File: config.mk
export PLATFORM = sky130hd
export DESIGN_NAME = counter_seq_ctrl
export DESIGN_NICKNAME = d
export VERILOG_FILES = /design/src/rtl/counter_seq_ctrl.sv
export SDC_FILE = /design/constraint.sdc
export NUM_CORES = 1
export LEC_CHECK = 0
export ABC_AREA = 0
export CAP_MARGIN = 20
export CORE_MARGIN = 3
export CORE_UTILIZATION = 39
export DETAILED_ROUTE_END_ITERATION = 8
export GPL_TIMING_DRIVEN = 0
export PLACE_DENSITY = 0.69
export SETUP_SLACK_MARGIN = 0.15
export SLEW_MARGIN = 20
export SYNTH_ARGS = -nofsm -noshare
export SYNTH_HDL_FRONTEND = slang
export SYNTH_SLANG_ARGS = --single-unit
File: constraint.sdc
create_clock -name clk -period 4.2 [get_ports clk]
set_input_delay 1.26 -clock clk [delete_from_list [all_inputs] [get_ports clk]]
set_output_delay 1.26 -clock clk [all_outputs]
set_load 0.01 [all_outputs]
File: src/rtl/counter_seq_ctrl.sv
// Sequencing controller for the 4-bit counter datapath: counts 0..limit in one-shot
// or auto-reload mode, with pause/abort, and emits terminal-count and completion strobes.
module counter_seq_ctrl #(
    parameter int WIDTH = 4
) (
    input  logic             clk,
    input  logic             rst_n,
    input  logic             start,
    input  logic [WIDTH-1:0] limit,
    input  logic             mode_auto,
    input  logic             pause,
    input  logic             abort,
    output logic [WIDTH-1:0] count,
    output logic             busy,
    output logic             tc,
    output logic             done,
    output logic             err
);

    typedef enum logic [1:0] {
        IDLE  = 2'd0,
        RUN   = 2'd1,
        PAUSE = 2'd2,
        DONE  = 2'd3
    } state_t;

    state_t           state;
    logic [WIDTH-1:0] lim_q;

    // abort wins over everything; terminal handling wins over pause inside RUN
    always_ff @(posedge clk or negedge rst_n) begin
        if (!rst_n) begin
            state <= IDLE;
            count <= '0;
            lim_q <= '0;
            err   <= 1'b0;
        end else begin
            err <= 1'b0;
            if (abort) begin
                state <= IDLE;
                count <= '0;
            end else begin
                case (state)
                    IDLE: begin
                        if (start) begin
                            if (limit != '0) begin
                                lim_q <= limit;
                                count <= '0;
                                state <= RUN;
                            end else begin
                                err <= 1'b1;
                            end
                        end
                    end
                    RUN: begin
                        if (count == lim_q) begin
                            if (mode_auto) begin
                                count <= '0;
                                state <= pause ? PAUSE : RUN;
                            end else begin
                                state <= DONE;
                            end
                        end else if (pause) begin
                            state <= PAUSE;
                        end else begin
                            count <= count + 1'b1;
                        end
                    end
                    PAUSE: begin
                        if (!pause) state <= RUN;
                    end
                    DONE: begin
                        state <= IDLE;
                    end
                    default: begin
                        state <= IDLE;
                    end
                endcase
            end
        end
    end

    assign busy = (state == RUN) || (state == PAUSE);
    assign tc   = (state == RUN) && (count == lim_q);
    assign done = (state == DONE);

endmodule

==> impl_results.md <==
- Placed instance area: ~960 um2
- Core area: about 1800 um2
- Final Non-Filler Cells: ~120
- FF-to-FF Start: state[0]$_DFFE_PN0P_
- Site Rows: 15
- N_diodes: 0
- End point of the critical path: tc
- Outcome: finished, final reports clean
- Netlist cell types: 33
- WL final: 1678 um
- CTS buffer count: 3
- Die Height: 50.28 um
- PostCTS Resize Cnt: 0
- GR Util All Layers: between 15 and 20%
- Final Skew: roughly 0.0017 ns
- Vias per cell: ~5.6
- Avg Inst Size Synth: about 9.8 um2
- TritonCTS clock tree: yes
- First-pass GRT wire length: approximately 3000 um
- Area Growth Syn to Fin: 28.64%
- Crit path required time: 2.94 ns
- Final Cycle Share: around 78%
- CP Max Fanout: 7
- Yosys top cell by area: dfrtp_1
- Clk_lat worst skew: 0.28 ns
- Endpoints failing setup: 0
- Peak supply drop: just over 0.0003 V
- # port buffers: 16
- Pre-Repair DR Iteration Count: 4
- Grt ovf: 0
- Routed Antenna Nets: 0
- Sequential element share of the synthesized area: 36.01%
- CP Capture Type: output pin
- Worst setup startpoint: count[0]$_DFFE_PN0P_
- Post-CTS setup repair buffer count: 0
- Yosys top cell area share: between 30% and 40%
- Worst r2r path cells: 6
- Critical path type: register to output pin
- Worst Hold Slack: 0.5287 ns
- Largest net degree at the start of global routing: 12
- Initial Util: 42.88%
- DRC viols: 0
- Synth area leaders: dfrtp_1 36%, ha_1 8.2%, nand2_1 5.4%
- Clk Tree Root Cell: clkbuf_4
- Number of synthesized register bits: 11
- Register area: ~280 um2
- EDFF count, synth: 0
- Hold Crit Start: lim_q[3]$_DFFE_PN0P_
- H-tree levels: 1
- Hold Vio Cnt, Final: 0
- Synth Flop Type: dfrtp_1
- Yosys warns: 0
- Design area: between 900 and 1000 um2
- WP data arrival: around 2.0 ns
- Leak pwr: about 0.40 nW
- RSZ-0062 raised after global routing: false
- FF-to-FF End: state[1]$_DFFE_PN0P_
- Syn Inst Count: between 70 and 80
- Syn_nets: just over 90
- P per Cell Area: roughly 510 nW/um2
- Fin nets: between 100 and 150
- Final min period: roughly 3.3 ns
- Clk sinks: 11
- DR vias: just under 700
- Fillers: around 170
- Pwr Total: slightly above 0.0005 W
- Wire per inst: approximately 14 um
- Post-synth ARST share: 100.0%
- Vias in the first global route: ~700
- Post-Place Cells: 119
- Layout cells sized above 1: between 10 and 15%
- Mapped Area: ~760 um2
- # hold bufs at CTS: 0
- Area occupied by multi-input gates: between 400 and 500 um2
- R2r setup slk: between 2 and 2.5 ns
- Setup TNS: 0 ns
- Hpwl dp: between 1000 and 1500 um
- Fmax: approximately 0.30 GHz
- Top Ports: 18
- Die X: approximately 50 um
- Die area: 2528 um2
- RePlAce Congestion: about 0.81
- Worst-Margin Slew: around 0.5 ns
- 1st-iter DRT viols: 11
- Initial antenna violation count: 0
- Crit path launch type: register
- Max-slew headroom: 66.60%
- CTS Buffer Depth: 2
- Max_cap viols: 0
- Clock-pin slew on the worst setup and hold paths: ~0.08 ns
- Synth cell count leaders: 11 x dfrtp_1, 11 x nand2_1, 5 x ha_1
- Worst hold path class: register to register
- Final count of pins violating max slew: 0
-- power by group --
| part | internal (W) | total [W] | switching [W] |
|---|---|---|---|
| sequential | 0.000135 | 0.000166 | 0.0000303 |
| clock | 0.0000353 | 0.0000752 | 0.0000398 |
| combinational | 0.000128 | 0.000265 | 0.000137 |
| total | 0.000299 | 0.000506 | 0.000207 |
-- metal layers --
| metal | global-route usage (%) | vias to the layer above | part of all wire (%) |
|---|---|---|---|
| li1 | - | 341 | - |
| met1 | 19.27 | 323 | 44 |
| met2 | 25.87 | 18 | 49 |
| met3 | 5.638 | 4 | 5.6 |
| met4 | 4.608 | 0 | 1.4 |
| met5 | 0 | - | 0 |
-- kinds of logic after synthesis --
kind of cell	count (synthesis)	synth area share, %
mux	2	2.782
flops	11	36.01
simple gates	33	23.08
fa+ha+maj	5	8.183
xor+xnor	4	4.582
compound gates	19	23.41
buf+inv	4	1.963
-- cells in the final DEF (no fill, tap or decap), types with 2 or more instances in the layout --
cell type,instances
nand2_1,11
xnor2_1,4
o31ai_1,2
nand3_1,2
nor2_1,4
nand4_1,3
clkbuf_4,3
a221oi_1,2
clkdlybuf4s50_1,16
nor3_1,2
inv_1,3
o211ai_1,3
a41oi_1,2
ha_1,5
dfrtp_1,11
a22o_1,3
nor2b_1,3
-- worst max-delay path: stages, from the launching register on --
cell,delay [ns]
dfrtp_1,0.47
xnor2_1,0.30
and4_1,0.32
and2_1,0.14
clkdlybuf4s50_1,0.53
-- flip-flops by register name, indices dropped and copies added, names as in the netlist --
name	flops
state	2
lim_q	4
count	4
err	1
-- metrics by stage --
stage	util (%)	setup slack, ns
2_1_floorplan	-	1.601
3_3_place_gp	53.61	1.032
3_5_place_dp	53.61	1.041
4_1_cts	55.16	0.8980
5_1_grt	55.16	0.8122
6_report	55.16	0.9052
-- worst min path at each step --
stage,to,depth (start not counted),slack (ns)
2_1_floorplan,lim_q[2]$_DFFE_PN0P_,1,0.49
3_3_place_gp,lim_q[2]$_DFFE_PN0P_,1,0.51
3_5_place_dp,lim_q[1]$_DFFE_PN0P_,1,0.51
4_1_cts,lim_q[3]$_DFFE_PN0P_,1,0.54
5_1_grt,lim_q[1]$_DFFE_PN0P_,1,0.55
6_report,lim_q[3]$_DFFE_PN0P_,1,0.53
-- final cells by class --
class	count	share of cell area, %
tap	25	3.181
multi-input combinational	63	48.22
timing repair buffer	16	16.29
sequential	11	27.99
inverter	3	1.145
clock inverter	1	0.5089
clock buffer	3	2.290
buffer	1	0.3817
(Power assumes the default switching activity.)
